`src/rtl/bus_arbiter.sv`:
```
// Two-master round-robin bus arbiter with seven-region address decode.
// One transaction at a time: select a device, wait for its ack or a timeout, then report done to the master.
module bus_arbiter #(
    parameter int TIMEOUT_CYCLES = 255,
    parameter int NUM_DEV        = 7
) (
    input  logic                    i_clk,
    input  logic                    i_rst,
    input  logic                    i_m0_req,
    input  logic                    i_m0_we,
    input  logic [31:0]             i_m0_addr,
    input  logic [31:0]             i_m0_wdata,
    input  logic [3:0]              i_m0_be,
    output logic [31:0]             o_m0_rdata,
    output logic                    o_m0_done,
    output logic                    o_m0_err,
    input  logic                    i_m1_req,
    input  logic                    i_m1_we,
    input  logic [31:0]             i_m1_addr,
    input  logic [31:0]             i_m1_wdata,
    input  logic [3:0]              i_m1_be,
    output logic [31:0]             o_m1_rdata,
    output logic                    o_m1_done,
    output logic                    o_m1_err,
    output logic [31:0]             o_addr,
    output logic [31:0]             o_wdata,
    output logic                    o_we,
    output logic [3:0]              o_be,
    output logic [NUM_DEV-1:0]      o_sel,
    input  logic [NUM_DEV-1:0]      i_ack,
    input  logic [32*NUM_DEV-1:0]   i_rdata
);

    typedef enum logic [1:0] {
        ST_IDLE,
        ST_ACCESS,
        ST_RESP
    } state_t;

    state_t               r_state, w_state_next;
    logic                 r_rr_last, w_rr_last_next;   // 0 = M0, 1 = M1
    logic                 r_gnt, w_gnt_next;
    logic                 r_err, w_err_next;
    logic [7:0]           r_cnt, w_cnt_next;
    logic [31:0]          r_rdata, w_rdata_next;
    logic [31:0]          r_addr, w_addr_next;
    logic [31:0]          r_wdata, w_wdata_next;
    logic                 r_we, w_we_next;
    logic [3:0]           r_be, w_be_next;
    logic [NUM_DEV-1:0]   r_sel, w_sel_next;

    logic                 w_req_any;
    logic                 w_grant_m1;
    logic [31:0]          w_req_addr;
    logic [NUM_DEV-1:0]   w_dec_sel;
    logic                 w_dec_mapped;
    logic                 w_ack_hit;
    logic                 w_timeout;
    logic [31:0]          w_rdata_part [NUM_DEV];
    logic [31:0]          w_rdata_mux;

    // On a tie M1 wins only when M0 was the last master served.
    assign w_req_any  = i_m0_req | i_m1_req;
    assign w_grant_m1 = i_m1_req & (~i_m0_req | ~r_rr_last);
    assign w_req_addr = w_grant_m1 ? i_m1_addr : i_m0_addr;

    assign w_dec_sel[0] = (w_req_addr < 32'h0000_2000);
    genvar gi;
    generate
        for (gi = 1; gi < NUM_DEV; gi++) begin : g_dec
            assign w_dec_sel[gi] = (w_req_addr[31:28] == 4'(gi));
        end
        for (gi = 0; gi < NUM_DEV; gi++) begin : g_rmux
            assign w_rdata_part[gi] = i_rdata[32*gi +: 32] & {32{r_sel[gi]}};
        end
    endgenerate
    assign w_dec_mapped = |w_dec_sel;

    always_comb begin
        w_rdata_mux = '0;
        for (int k = 0; k < NUM_DEV; k++) begin
            w_rdata_mux = w_rdata_mux | w_rdata_part[k];
        end
    end

    assign w_ack_hit = |(i_ack & r_sel);
    assign w_timeout = (r_cnt == 8'(TIMEOUT_CYCLES - 1));

    always_ff @(posedge i_clk) begin
        if (i_rst) begin
            r_state   <= ST_IDLE;
            r_rr_last <= 1'b1;
            r_gnt     <= 1'b0;
            r_err     <= 1'b0;
            r_cnt     <= '0;
            r_rdata   <= '0;
            r_addr    <= '0;
            r_wdata   <= '0;
            r_we      <= 1'b0;
            r_be      <= '0;
            r_sel     <= '0;
        end else begin
            r_state   <= w_state_next;
            r_rr_last <= w_rr_last_next;
            r_gnt     <= w_gnt_next;
            r_err     <= w_err_next;
            r_cnt     <= w_cnt_next;
            r_rdata   <= w_rdata_next;
            r_addr    <= w_addr_next;
            r_wdata   <= w_wdata_next;
            r_we      <= w_we_next;
            r_be      <= w_be_next;
            r_sel     <= w_sel_next;
        end
    end

    always_comb begin
        w_state_next   = r_state;
        w_rr_last_next = r_rr_last;
        w_gnt_next     = r_gnt;
        w_err_next     = r_err;
        w_cnt_next     = r_cnt;
        w_rdata_next   = r_rdata;
        w_addr_next    = r_addr;
        w_wdata_next   = r_wdata;
        w_we_next      = r_we;
        w_be_next      = r_be;
        w_sel_next     = r_sel;
        case (r_state)
            ST_IDLE: begin
                w_sel_next = '0;
                if (w_req_any) begin
                    w_gnt_next     = w_grant_m1;
                    w_rr_last_next = w_grant_m1;
                    w_addr_next    = w_req_addr;
                    w_wdata_next   = w_grant_m1 ? i_m1_wdata : i_m0_wdata;
                    w_we_next      = w_grant_m1 ? i_m1_we    : i_m0_we;
                    w_be_next      = w_grant_m1 ? i_m1_be    : i_m0_be;
                    w_rdata_next   = '0;
                    if (w_dec_mapped) begin
                        w_sel_next   = w_dec_sel;
                        w_cnt_next   = '0;
                        w_err_next   = 1'b0;
                        w_state_next = ST_ACCESS;
                    end else begin
                        w_err_next   = 1'b1;
                        w_state_next = ST_RESP;
                    end
                end
            end
            ST_ACCESS: begin
                if (w_ack_hit) begin
                    w_rdata_next = w_rdata_mux;
                    w_err_next   = 1'b0;
                    w_sel_next   = '0;
                    w_state_next = ST_RESP;
                end else if (w_timeout) begin
                    w_rdata_next = '0;
                    w_err_next   = 1'b1;
                    w_sel_next   = '0;
                    w_state_next = ST_RESP;
                end else begin
                    w_cnt_next = 8'(r_cnt + 8'd1);
                end
            end
            ST_RESP: begin
                w_state_next = ST_IDLE;
            end
            default: begin
                w_state_next = ST_IDLE;
                w_sel_next   = '0;
            end
        endcase
    end

    // Read data is only meaningful for a successful read; writes and errors return zero.
    assign o_m0_done  = (r_state == ST_RESP) & ~r_gnt;
    assign o_m1_done  = (r_state == ST_RESP) &  r_gnt;
    assign o_m0_err   = o_m0_done & r_err;
    assign o_m1_err   = o_m1_done & r_err;
    assign o_m0_rdata = (o_m0_done & ~r_err & ~r_we) ? r_rdata : 32'h0;
    assign o_m1_rdata = (o_m1_done & ~r_err & ~r_we) ? r_rdata : 32'h0;

    assign o_addr  = r_addr;
    assign o_wdata = r_wdata;
    assign o_we    = r_we;
    assign o_be    = r_be;
    assign o_sel   = r_sel;

endmodule

```
`config.mk`:
```
export PLATFORM = sky130hd
export DESIGN_NAME = bus_arbiter
export DESIGN_NICKNAME = d
export VERILOG_FILES = /design/src/rtl/bus_arbiter.sv
export SDC_FILE = /design/constraint.sdc
export NUM_CORES = 1
export LEC_CHECK = 0
export CAP_MARGIN = 5
export CELL_PAD_IN_SITES_DETAIL_PLACEMENT = 0
export CELL_PAD_IN_SITES_GLOBAL_PLACEMENT = 2
export CORE_AREA = 2 2 203 205
export CTS_BUF_LIST = sky130_fd_sc_hd__clkbuf_16
export DETAILED_ROUTE_END_ITERATION = 6
export DIE_AREA = 0 0 205 207
export GPL_ROUTABILITY_DRIVEN = 0
export GPL_TIMING_DRIVEN = 0
export HOLD_SLACK_MARGIN = 0.12
export PLACE_DENSITY_LB_ADDON = 0.1
export REMOVE_ABC_BUFFERS = 1
export SLEW_MARGIN = 20
export SYNTH_ARGS = -nofsm -noshare
export SYNTH_HDL_FRONTEND = slang
export SYNTH_SLANG_ARGS = --single-unit
```
`constraint.sdc`:
```
create_clock -name i_clk -period 4.6 [get_ports i_clk]
set_clock_uncertainty 0.15 [all_clocks]
set_input_delay 0.69 -clock i_clk [delete_from_list [all_inputs] [get_ports i_clk]]
set_output_delay 0.69 -clock i_clk [all_outputs]
set_load 0.01 [all_outputs]
```
==> flow_metrics.tcl, run 1 <==
set metrics [dict create \
    outcome "finished, final reports clean" \
    wire_per_inst_um 21.5 \
    period_needed_ns 3.83 \
    portBuffers 516 \
    first_pass_iters 5 \
    die_y_um 207 \
    fmax_ghz 0.261 \
    switchingPower_mw 1.06 \
    max_cap_violations 0 \
    cp_max_fo 13 \
    route.antenna.remaining_nets 0 \
    cts.path.max_buffers 2 \
    async_flop_share_pct 0 \
    synth_top_cell_area_share_pct 36.0 \
    finalCritPeriodShare_pct 83.2 \
    path_clk_slew_ns 0.06 \
    avgSynthCellArea_um2 8.42 \
    grt_pass1_vias 8460 \
    layout-drive-gt1-share_pct 5.57 \
    grt.overflow.total 0 \
    leakage_nw 4.66 \
    slew_headroom_pct 54.4 \
    cp-start-kind "flop" \
    initialDrtViolationCount 318 \
    multi_input_area_mm2 0.00401 \
    clock_latency_ns 0.42 \
    postLayoutCellArea_mm2 0.0134 \
    post_cts_resized 0 \
    syn-instance-count 799 \
    critical_path.cell_chain "nor2b_1, and2_1, nor3b_2, buf_4, buf_6, and2_1, clkdlybuf4s50_1" \
    yosysSeqAreaShare_pct 36.0 \
    path_common_cell "and2_1" \
    cts-root-buf "clkbuf_16" \
    cts_hold_buf 0 \
    synth_edf_count 0 \
    antenna_found_initial 3 \
    layout.cells.non_filler 1828 \
    clkPwrFrac_pct 38.9 \
    postCtsSetupBuffers 0 \
    grt_pass1_wl_um 56100 \
    p_seq_share_pct 32.1 \
    initial_core_util_pct 16.7 \
    internal_power_mw 2.75 \
    num_rows 74 \
    synth_seq_cells 121 \
    dp_slack_ns 1.12 \
    drv_slew 0 \
    slowest_delay_ns 0.61 \
    switching_share_pct 27.9 \
    grt_usage_pct 17.8 \
    cts_tree "built" \
    core-area_mm2 0.0404 \
    crit_slowest_cell "clkdlybuf4s50_1" \
    wirelength_um 39300 \
    combPwrFrac_pct 29.0 \
    path_buf_inv 3 \
    cts_buffers 17 \
    ys_warn_count 0 \
    total_power_mw 3.81 \
    rsz0062_at_grt "false" \
    synth_area_mm2 0.00673 \
    powerDensity_mw_per_mm2 284 \
    cpLargestDelayFamily "simple AND/OR/NAND/NOR gates" \
    vias 8225 \
    dp_hpwl_um 31500 \
    worstSetupEndpointType "primary output" \
    synthDistinctLibCells 42 \
    die_width_um 205 \
    yosys-top-cells-area "dfxtp_1 (36%), mux2i_1 (10%), a22oi_1 (7.9%)" \
    cts.sink_count 121 \
    placedInstanceArea_mm2 0.0128 \
    drc_errors 0 \
    hold_class "flop to flop" \
    yosys.area.top_type "dfxtp_1" \
    nets 1655 \
    ioPinCount 517 \
    areaGrowthSynthToFinish_pct 99.2 \
    hold_viol_final 0 \
    viasPerCell 4.50 \
    fin_ws_ns 0.773 \
    required_ns 3.76 \
    worst_pin_slew_ns 0.681 \
    fin_util_pct 33.2 \
    synthFlopType "dfxtp_1" \
    regArea_mm2 0.00243 \
    place_inst 1793 \
    filler_cell_count 4272 \
    grt_start_max_net_pins 81 \
    die_area_mm2 0.0424 \
    critical_path_arrival_ns 2.99 \
    setup_viol 0 \
    vdd_drop_max_uv 188 \
    cts_max_level 4 \
    path_class "flop to primary output" \
]
[kinds of logic after synthesis]
kind of cell | Yosys count | synth area share, %
flops | 121 | 36.0
fa+ha+maj | 2 | 0.372
buf+inv | 83 | 4.91
compound gates | 273 | 30.0
mux | 70 | 10.4
simple gates | 250 | 18.3
[routing by layer]
metal,vias to the layer above,global-route usage [%],share of wire [%]
met5,-,0,0
met3,34,6.62,9.8
met4,0,6.52,2.4
met2,357,31.3,49
met1,3806,19.3,38
li1,4028,-,-
[state kept, by name, summed over array words and instances (netlist names), 2 cells and up]
name,count
r_cnt,8
o_be,4
r_rdata,32
o_addr,32
r_state,2
o_wdata,32
o_sel,7
[power by group through the flow]
stage / Combinational [mW] / Sequential (mW) / Clock, mW
finish: 1.11 / 1.22 / 1.48
global route: 1.20 / 1.24 / 1.58
CTS: 1.13 / 1.22 / 1.54
detailed placement: 1.12 / 1.24 / 0
global placement: 1.13 / 1.25 / 0
floorplan: 0.368 / 1.28 / 0
[cell usage after synthesis (all sizes together) (3+ instances only)]
| cell type | number |
|---|---|
| dfxtp | 121 |
| nor2 | 121 |
| a22oi | 71 |
| mux2i | 70 |
| a211oi | 68 |
| and2 | 68 |
| clkbuf | 64 |
| a21oi | 39 |
| a31oi | 34 |
| a222oi | 33 |
| buf | 15 |
| nand2 | 11 |
| nor3 | 8 |
| nor4 | 7 |
| nand2b | 6 |
| nand3 | 6 |
| nor2b | 6 |
| a31o | 5 |
| and3 | 4 |
| inv | 4 |
| o31ai | 4 |
| a32oi | 3 |
| and4 | 3 |
| nand4 | 3 |
| o21ai | 3 |
| o22ai | 3 |
[per-stage QoR]
stage	TNS [ns]	hold WS [ns]
after CTS	0	0.335
after global routing	0	0.367
after detailed placement	0	0.326
after floorplan	-191.84	0.295
final	0	0.332
after global placement	-583.25	0.317
[cells in the final DEF, fill, tap and decap left out, types with 3 or more instances in the layout]
cell type	netlist	final
clkdlybuf4s50_1	0	515
nor2_1	121	120
dfxtp_1	121	114
a22oi_1	71	71
mux2i_1	70	70
and2_1	68	68
a211oi_1	68	68
a21oi_1	39	39
a31oi_1	34	34
a222oi_1	33	33
clkbuf_16	0	17
nand2_1	11	11
buf_12	0	11
nor3_1	8	8
buf_16	0	7
dfxtp_2	0	7
nand2b_1	6	6
nand3_1	6	6
nor4_1	7	6
inv_1	4	5
nor2b_1	6	5
bufinv_16	0	5
and3_1	4	4
a31o_1	5	4
diode_2	0	3
nand4_1	3	3
a32oi_1	3	3
and4_1	3	3
o22ai_1	3	3
clkinvlp_4	0	3
clkinv_2	0	3
buf_2	15	3
[cell type report]
| type | count | share of cell area (%) |
|---|---|---|
| inverters | 4 | 0.112 |
| repair buffers | 541 | 42.1 |
| well taps | 532 | 4.97 |
| clock inverters | 15 | 1.55 |
| diodes | 3 | 0.0560 |
| flip-flops and latches | 121 | 18.1 |
| clock buffers | 17 | 3.18 |
| multi-input cells | 595 | 29.9 |
[path summary, 6_finish.rpt]
kind | startpoint | end | slack, ns | cells past startpoint
worst max register to register | o_sel[1] | r_rdata[7] | 2.18 | 7
worst max-delay path | r_state[1] | o_m1_rdata[28] | 0.77 | 7
worst min register to register | r_cnt[7] | r_cnt[7] | 0.33 | 2
worst min-delay path | r_cnt[7] | r_cnt[7] | 0.33 | 2
[worst min-delay path, cell delays in order (launching register included)]
cell and delay (ns):
dfxtp_1 0.32, nand2_1 0.06, o21bai_1 0.05
Note: power is estimated with default switching activity, not from simulation.
==> run 2, diff against run 1 <==
--- a/config.mk
+++ b/config.mk
@@ -8,10 +8,9 @@
 export CAP_MARGIN = 5
 export CELL_PAD_IN_SITES_DETAIL_PLACEMENT = 0
 export CELL_PAD_IN_SITES_GLOBAL_PLACEMENT = 2
-export CORE_AREA = 2 2 203 205
+export CORE_UTILIZATION = 17
 export CTS_BUF_LIST = sky130_fd_sc_hd__clkbuf_16
 export DETAILED_ROUTE_END_ITERATION = 6
-export DIE_AREA = 0 0 205 207
 export GPL_ROUTABILITY_DRIVEN = 0
 export GPL_TIMING_DRIVEN = 0
 export HOLD_SLACK_MARGIN = 0.12
==> constraint.sdc (replaced) <==
create_clock -name i_clk -period 3.9 [get_ports i_clk]
set_clock_uncertainty 0.15 [all_clocks]
set_input_delay 0.585 -clock i_clk [delete_from_list [all_inputs] [get_ports i_clk]]
set_output_delay 0.585 -clock i_clk [all_outputs]
set_load 0.01 [all_outputs]
==> run 2 against run 1 <==
Net effect:
- critical endpoint is now o_m1_rdata[4]
- total power is 15% higher
- sequential power up 18%
- cell count decreased by 0.49%
- critical path depth unchanged
- core utilization increased by 1.4 points
- flip-flop and latch count stayed put
==> flow_metrics.tcl, run 2 (synthesized netlist as in run 1, its figures left out) <==
set metrics [dict create \
    cts_buffers 17 \
    cts_tree "built" \
    finalCritPeriodShare_pct 91.9 \
    finalSetupTns_ns 0 \
    dp_slack_ns 0.497 \
    grt_pass1_vias 8093 \
    powerDensity_mw_per_mm2 325 \
    grt.overflow.total 0 \
    wire_per_inst_um 20.4 \
    cp-start-kind "flop" \
    antenna_found_initial 8 \
    placedInstanceArea_mm2 0.0128 \
    cpLargestDelayFamily "buffers and inverters" \
    drv_slew 0 \
    setup_viol 0 \
    final_common_cell "clkdlybuf4s50_1" \
    path_common_cell "and2_1" \
    max_cap_violations 0 \
    outcome "finished, final reports clean" \
    drc_errors 0 \
    cp_max_fo 12 \
    initial_core_util_pct 17.3 \
    crit_slowest_cell "clkdlybuf4s50_1" \
    postLayoutCellArea_mm2 0.0134 \
    filler_cell_count 4072 \
    worst_pin_slew_ns 0.797 \
    grt_start_max_net_pins 70 \
    final_cell_mix "clkdlybuf4s50_1 (515), nor2_1 (120), dfxtp_1 (114), a22oi_1 (71), mux2i_1 (70)" \
    die_y_um 201 \
    cts.sink_count 121 \
    postCtsSetupBuffers 0 \
    fin_ws_ns 0.316 \
    slew_headroom_pct 46.9 \
    layout-drive-gt1-share_pct 5.64 \
    cts.path.max_buffers 2 \
    portBuffers 516 \
    die_width_um 201 \
    first_pass_iters 6 \
    clock_latency_ns 0.43 \
    ioPinCount 517 \
    period_needed_ns 3.58 \
    vias 8115 \
    cts_max_level 4 \
    leakage_nw 4.67 \
    die_area_mm2 0.0404 \
    critical_path.cell_chain "nor2b_1, and2_1, nor3b_4, buf_4, buf_6, and2_1, clkdlybuf4s50_1" \
    dp_hpwl_um 29600 \
    grt_pass1_wl_um 54000 \
    initialDrtViolationCount 518 \
    rsz0062_at_grt "false" \
    fin_util_pct 34.6 \
    cts-root-buf "clkbuf_16" \
    areaGrowthSynthToFinish_pct 99.8 \
    nets 1656 \
    route.antenna.remaining_nets 0 \
    vdd_drop_max_uv 212 \
    slowest_delay_ns 0.60 \
    core-area_mm2 0.0388 \
    r2r_setup_slack_ns 0.92 \
    worstSetupEndpointType "primary output" \
    wirelength_um 37100 \
    fmax_ghz 0.279 \
    hold_class "flop to flop" \
    hold_viol_final 0 \
    grt_usage_pct 17.8 \
    path_class "flop to primary output" \
    viasPerCell 4.46 \
    critical_path_arrival_ns 2.85 \
    required_ns 3.16 \
    path_clk_slew_ns 0.06 \
    path_buf_inv 3 \
    num_rows 72 \
    total_power_mw 4.37 \
]
run 2: cell count changes in the layout (fill, tap and decap cells not counted), moves of 2 or more:
cell	delta
bufinv_16	-2
diode_2	+4
buf_16	+9
buf_12	-7
run 2: metal layers:
| layer | vias to the layer above | global-route usage (%) | wire [um] |
|---|---|---|---|
| li1 | 4044 | - | - |
| met1 | 3725 | 19.8 | 14700 |
| met2 | 320 | 32.0 | 19000 |
| met3 | 26 | 5.83 | 2890 |
| met4 | 0 | 5.40 | 543 |
| met5 | - | 0 | 0 |
run 2: layout make-up:
class / count / area [um2] / area share, %
timing repair buffer: 542 / 5730 / 42.6
multi-input combinational: 595 / 4020 / 29.9
sequential: 121 / 2430 / 18.1
tap: 518 / 648 / 4.82
clock buffer: 17 / 425 / 3.17
clock inverter: 15 / 160 / 1.19
antenna: 7 / 17.5 / 0.130
inverter: 4 / 15.0 / 0.112
run 2: through the flow:
stage / cells / hold slack, ns
6_report: 1819 / 0.344
5_1_grt: 1819 / 0.367
4_1_cts: 1812 / 0.342
3_5_place_dp: 1780 / 0.331
3_3_place_gp: 1754 / 0.326
2_1_floorplan: 720 / 0.295
run 2: repair_timing:
item | in CTS | in global routing
hold buffers | 0 | 0
resized for setup | 0 | 1
setup endpoints to repair | 0 | 11
run 2: report_power, final:
part	switching [mW]	internal [mW]	total (mW)	leakage [nW]
Clock	0.621	0.992	1.61	0.281
Combinational	0.538	0.779	1.32	3.39
Sequential	0.0816	1.36	1.44	0.998
Total	1.24	3.13	4.37	4.67
run 2: path summary, 6_finish.rpt:
kind | startpoint | end | cells after the start
worst max-delay path | r_state[1] | o_m1_rdata[4] | 7
worst min-delay path | o_wdata[29] | o_wdata[29] | 2
worst max register to register | o_sel[4] | r_rdata[1] | 7
worst min register to register | o_wdata[29] | o_wdata[29] | 2
run 2: tightest hold or removal path, delay by kind of cell, from the launching register on:
| family | cells | cell delay (ns) |
|---|---|---|
| simple gates | 1 | 0.09 |
| compound gates | 1 | 0.05 |
| flops | 1 | 0.30 |
==> run 3, diff against run 2 <==
--- a/config.mk
+++ b/config.mk
@@ -5,10 +5,11 @@
 export SDC_FILE = /design/constraint.sdc
 export NUM_CORES = 1
 export LEC_CHECK = 0
+export ABC_AREA = 1
 export CAP_MARGIN = 5
 export CELL_PAD_IN_SITES_DETAIL_PLACEMENT = 0
 export CELL_PAD_IN_SITES_GLOBAL_PLACEMENT = 2
-export CORE_UTILIZATION = 17
+export CORE_UTILIZATION = 16
 export CTS_BUF_LIST = sky130_fd_sc_hd__clkbuf_16
 export DETAILED_ROUTE_END_ITERATION = 6
 export GPL_ROUTABILITY_DRIVEN = 0
@@ -16,7 +17,8 @@
 export HOLD_SLACK_MARGIN = 0.12
 export PLACE_DENSITY_LB_ADDON = 0.1
 export REMOVE_ABC_BUFFERS = 1
-export SLEW_MARGIN = 20
+export SLEW_MARGIN = 10
 export SYNTH_ARGS = -nofsm -noshare
 export SYNTH_HDL_FRONTEND = slang
 export SYNTH_SLANG_ARGS = --single-unit
+export TNS_END_PERCENT = 1
==> run 3 against run 2 <==
Net effect:
- sequential power up 4%
- routed wire length grew 11%
- worst hold slack worse by 0.032 ns
- cell area shrank 0.22%
- critical path depth increased by 8
- critical endpoint is now r_cnt[5]
- largest cell class unchanged
==> flow_metrics.tcl, run 3 <==
set metrics [dict create \
    critical_path.cell_chain "clkdlybuf4s50_1, nand2_4, nand2_8, inv_4, nand2_1, o21ai_1, nand2_1, nor2_1, nand3_1, nand2_2, nand2_2, nand2_4, nand2_4, nand2_1, a21oi_1" \
    grt_start_max_net_pins 74 \
    ioPinCount 517 \
    hold_class "flop to flop" \
    synthMuxAreaShare_pct 0 \
    period_needed_ns 3.47 \
    max_cap_violations 0 \
    syn-instance-count 1080 \
    dp_hpwl_um 31900 \
    path_class "input pin to flop" \
    synth-xor-area-share_pct 0.505 \
    die_width_um 210 \
    grt_pass1_wl_um 60300 \
    async_flop_share_pct 0 \
    synthSimpleGateAreaFrac_pct 32.0 \
    wirelength_um 41400 \
    antenna_found_initial 5 \
    cts_hold_buf 0 \
    yosys.area.top_type "dfxtp_1" \
    synthFlopType "dfxtp_1" \
    cts.path.max_buffers 2 \
    yosys-top-cells-area "dfxtp_1 (35%), nand2_1 (19%), o21ai_0 (6.1%)" \
    slew_headroom_pct 51.7 \
    viasPerCell 4.21 \
    leakage_nw 4.86 \
    yosysSeqAreaShare_pct 34.9 \
    final_cell_mix "clkdlybuf4s50_1 (514), nand2_1 (344), dfxtp_1 (114), nor2_1 (88), o21ai_0 (85)" \
    required_ns 4.02 \
    first_pass_iters 4 \
    whs_ns 0.312 \
    hold_viol_final 0 \
    grt_pass1_vias 9261 \
    cts.sink_count 121 \
    fmax_ghz 0.288 \
    worstSetupEndpointType "flop" \
    finalSetupTns_ns 0 \
    cts_tree "built" \
    postCtsSetupBuffers 0 \
    vdd_drop_max_uv 245 \
    rsz0062_at_grt "false" \
    cts_buffers 17 \
    cpLargestDelayFamily "simple AND/OR/NAND/NOR gates" \
    synth_seq_cells 121 \
    critical_path_arrival_ns 3.59 \
    core-area_mm2 0.0423 \
    final_common_cell "clkdlybuf4s50_1" \
    powerDensity_mw_per_mm2 340 \
    portBuffers 516 \
    synthAdderAreaFrac_pct 0.361 \
    clock_latency_ns 0.42 \
    cts-root-buf "clkbuf_16" \
    die_y_um 210 \
    path_buf_inv 2 \
    slowest_delay_ns 0.59 \
    crit_slowest_cell "inv_4" \
    synth_area_mm2 0.00693 \
    synth_most_common_cell "nand2_1" \
    synth_edf_count 0 \
    outcome "finished, final reports clean" \
    vias 9022 \
    wire_per_inst_um 19.3 \
    areaGrowthSynthToFinish_pct 93.4 \
    path_clk_slew_ns 0.05 \
    synth_compound_area_share_pct 24.1 \
    cp_max_fo 73 \
    synth_top_family_by_area "simple AND/OR/NAND/NOR gates" \
    nets 1923 \
    finalCritPeriodShare_pct 89.1 \
    layout-drive-gt1-share_pct 5.25 \
    worst_pin_slew_ns 0.724 \
    setup_viol 0 \
    route.antenna.remaining_nets 0 \
    initialDrtViolationCount 376 \
    fin_util_pct 31.7 \
    avgSynthCellArea_um2 6.42 \
    cp-start-kind "input pin" \
    drv_slew 0 \
    ys_warn_count 0 \
    grt.overflow.total 0 \
    synthDistinctLibCells 32 \
    synth_top_cell_area_share_pct 34.9 \
    num_rows 75 \
    grt_usage_pct 18.3 \
    die_area_mm2 0.0442 \
    drc_errors 0 \
    initial_core_util_pct 16.4 \
    netlist_top_cells_count "nand2_1 (344), dfxtp_1 (121), nor2_1 (89), o21ai_0 (85), a21oi_1 (83)" \
    cts_max_level 4 \
]
-- run 3: cell types whose count changed in the layout (fill, tap and decap cells not counted), moves of 67 or more --
cell / delta
o21ai_0: +83
nand2_1: +333
mux2i_1: -70
a22oi_1: -71
and2_1: -68
a211oi_1: -67
-- run 3: path summary, 6_finish.rpt --
check | start | end | slack [ns] | cells past startpoint
max reg2reg | r_rr_last | r_cnt[5] | 0.75 | 14
max | i_m0_req | r_cnt[5] | 0.43 | 15
min | r_rdata[12] | r_rdata[12] | 0.31 | 2
min reg2reg | r_rdata[12] | r_rdata[12] | 0.31 | 2
-- run 3: layout make-up --
| type | count | area (um2) |
|---|---|---|
| sequential | 121 | 2430 |
| clock inverter | 15 | 95.1 |
| clock buffer | 17 | 425 |
| fill | 4571 | 28900 |
| inverter | 58 | 223 |
| timing repair buffer | 532 | 5530 |
| antenna | 3 | 7.51 |
| multi-input combinational | 818 | 3980 |
| tap | 577 | 722 |
-- run 3: per-layer routing --
layer	track usage [%]	part of all wire (%)	wire [um]	vias to the layer above
met1	20.0	40	16400	4097
met5	0	0.073	30	-
met2	33.3	50	20700	334
li1	-	-	-	4563
met4	4.48	1.2	508	4
met3	6.75	9.0	3710	24
-- run 3: power breakdown --
group	switching, mW	total [mW]	internal, mW
logic	0.772	1.61	0.838
clock network	0.600	1.45	0.851
registers	0.100	1.50	1.40
-- run 3: worst min-delay path, delay by kind of cell, from the launching register on --
family	cells	cell delay (ns)
compound gates	1	0.05
flops	1	0.30
simple gates	1	0.06
-- run 3: logic make-up (layout without fill, tap and decap cells) --
group / count (synthesis) / count (layout)
other: 0 / 3
xor gates and xnor gates: 4 / 4
AOI/OAI and AO/OA: 282 / 282
DFF: 121 / 121
adders and majority gates: 2 / 2
and+or+nand+nor: 530 / 530
buffers and inverters: 141 / 622
-- run 3: timing repair --
item                                    in CTS  in global routing
endpoints found under the setup margin      12                  9
cloned                                       0                  0
resized for setup                            3                  1
-- run 3: stage by stage --
stage	area (um2)	instances	total power, mW	worst slack (ns)
CTS	13400	2138	4.67	0.0302
global placement	12500	2090	3.08	-7.46
global route	13400	2141	4.87	0.0165
finish	13400	2141	4.56	0.426
detailed placement	12900	2106	3.17	-1.05
floorplan	6590	997	2.09	-1.98
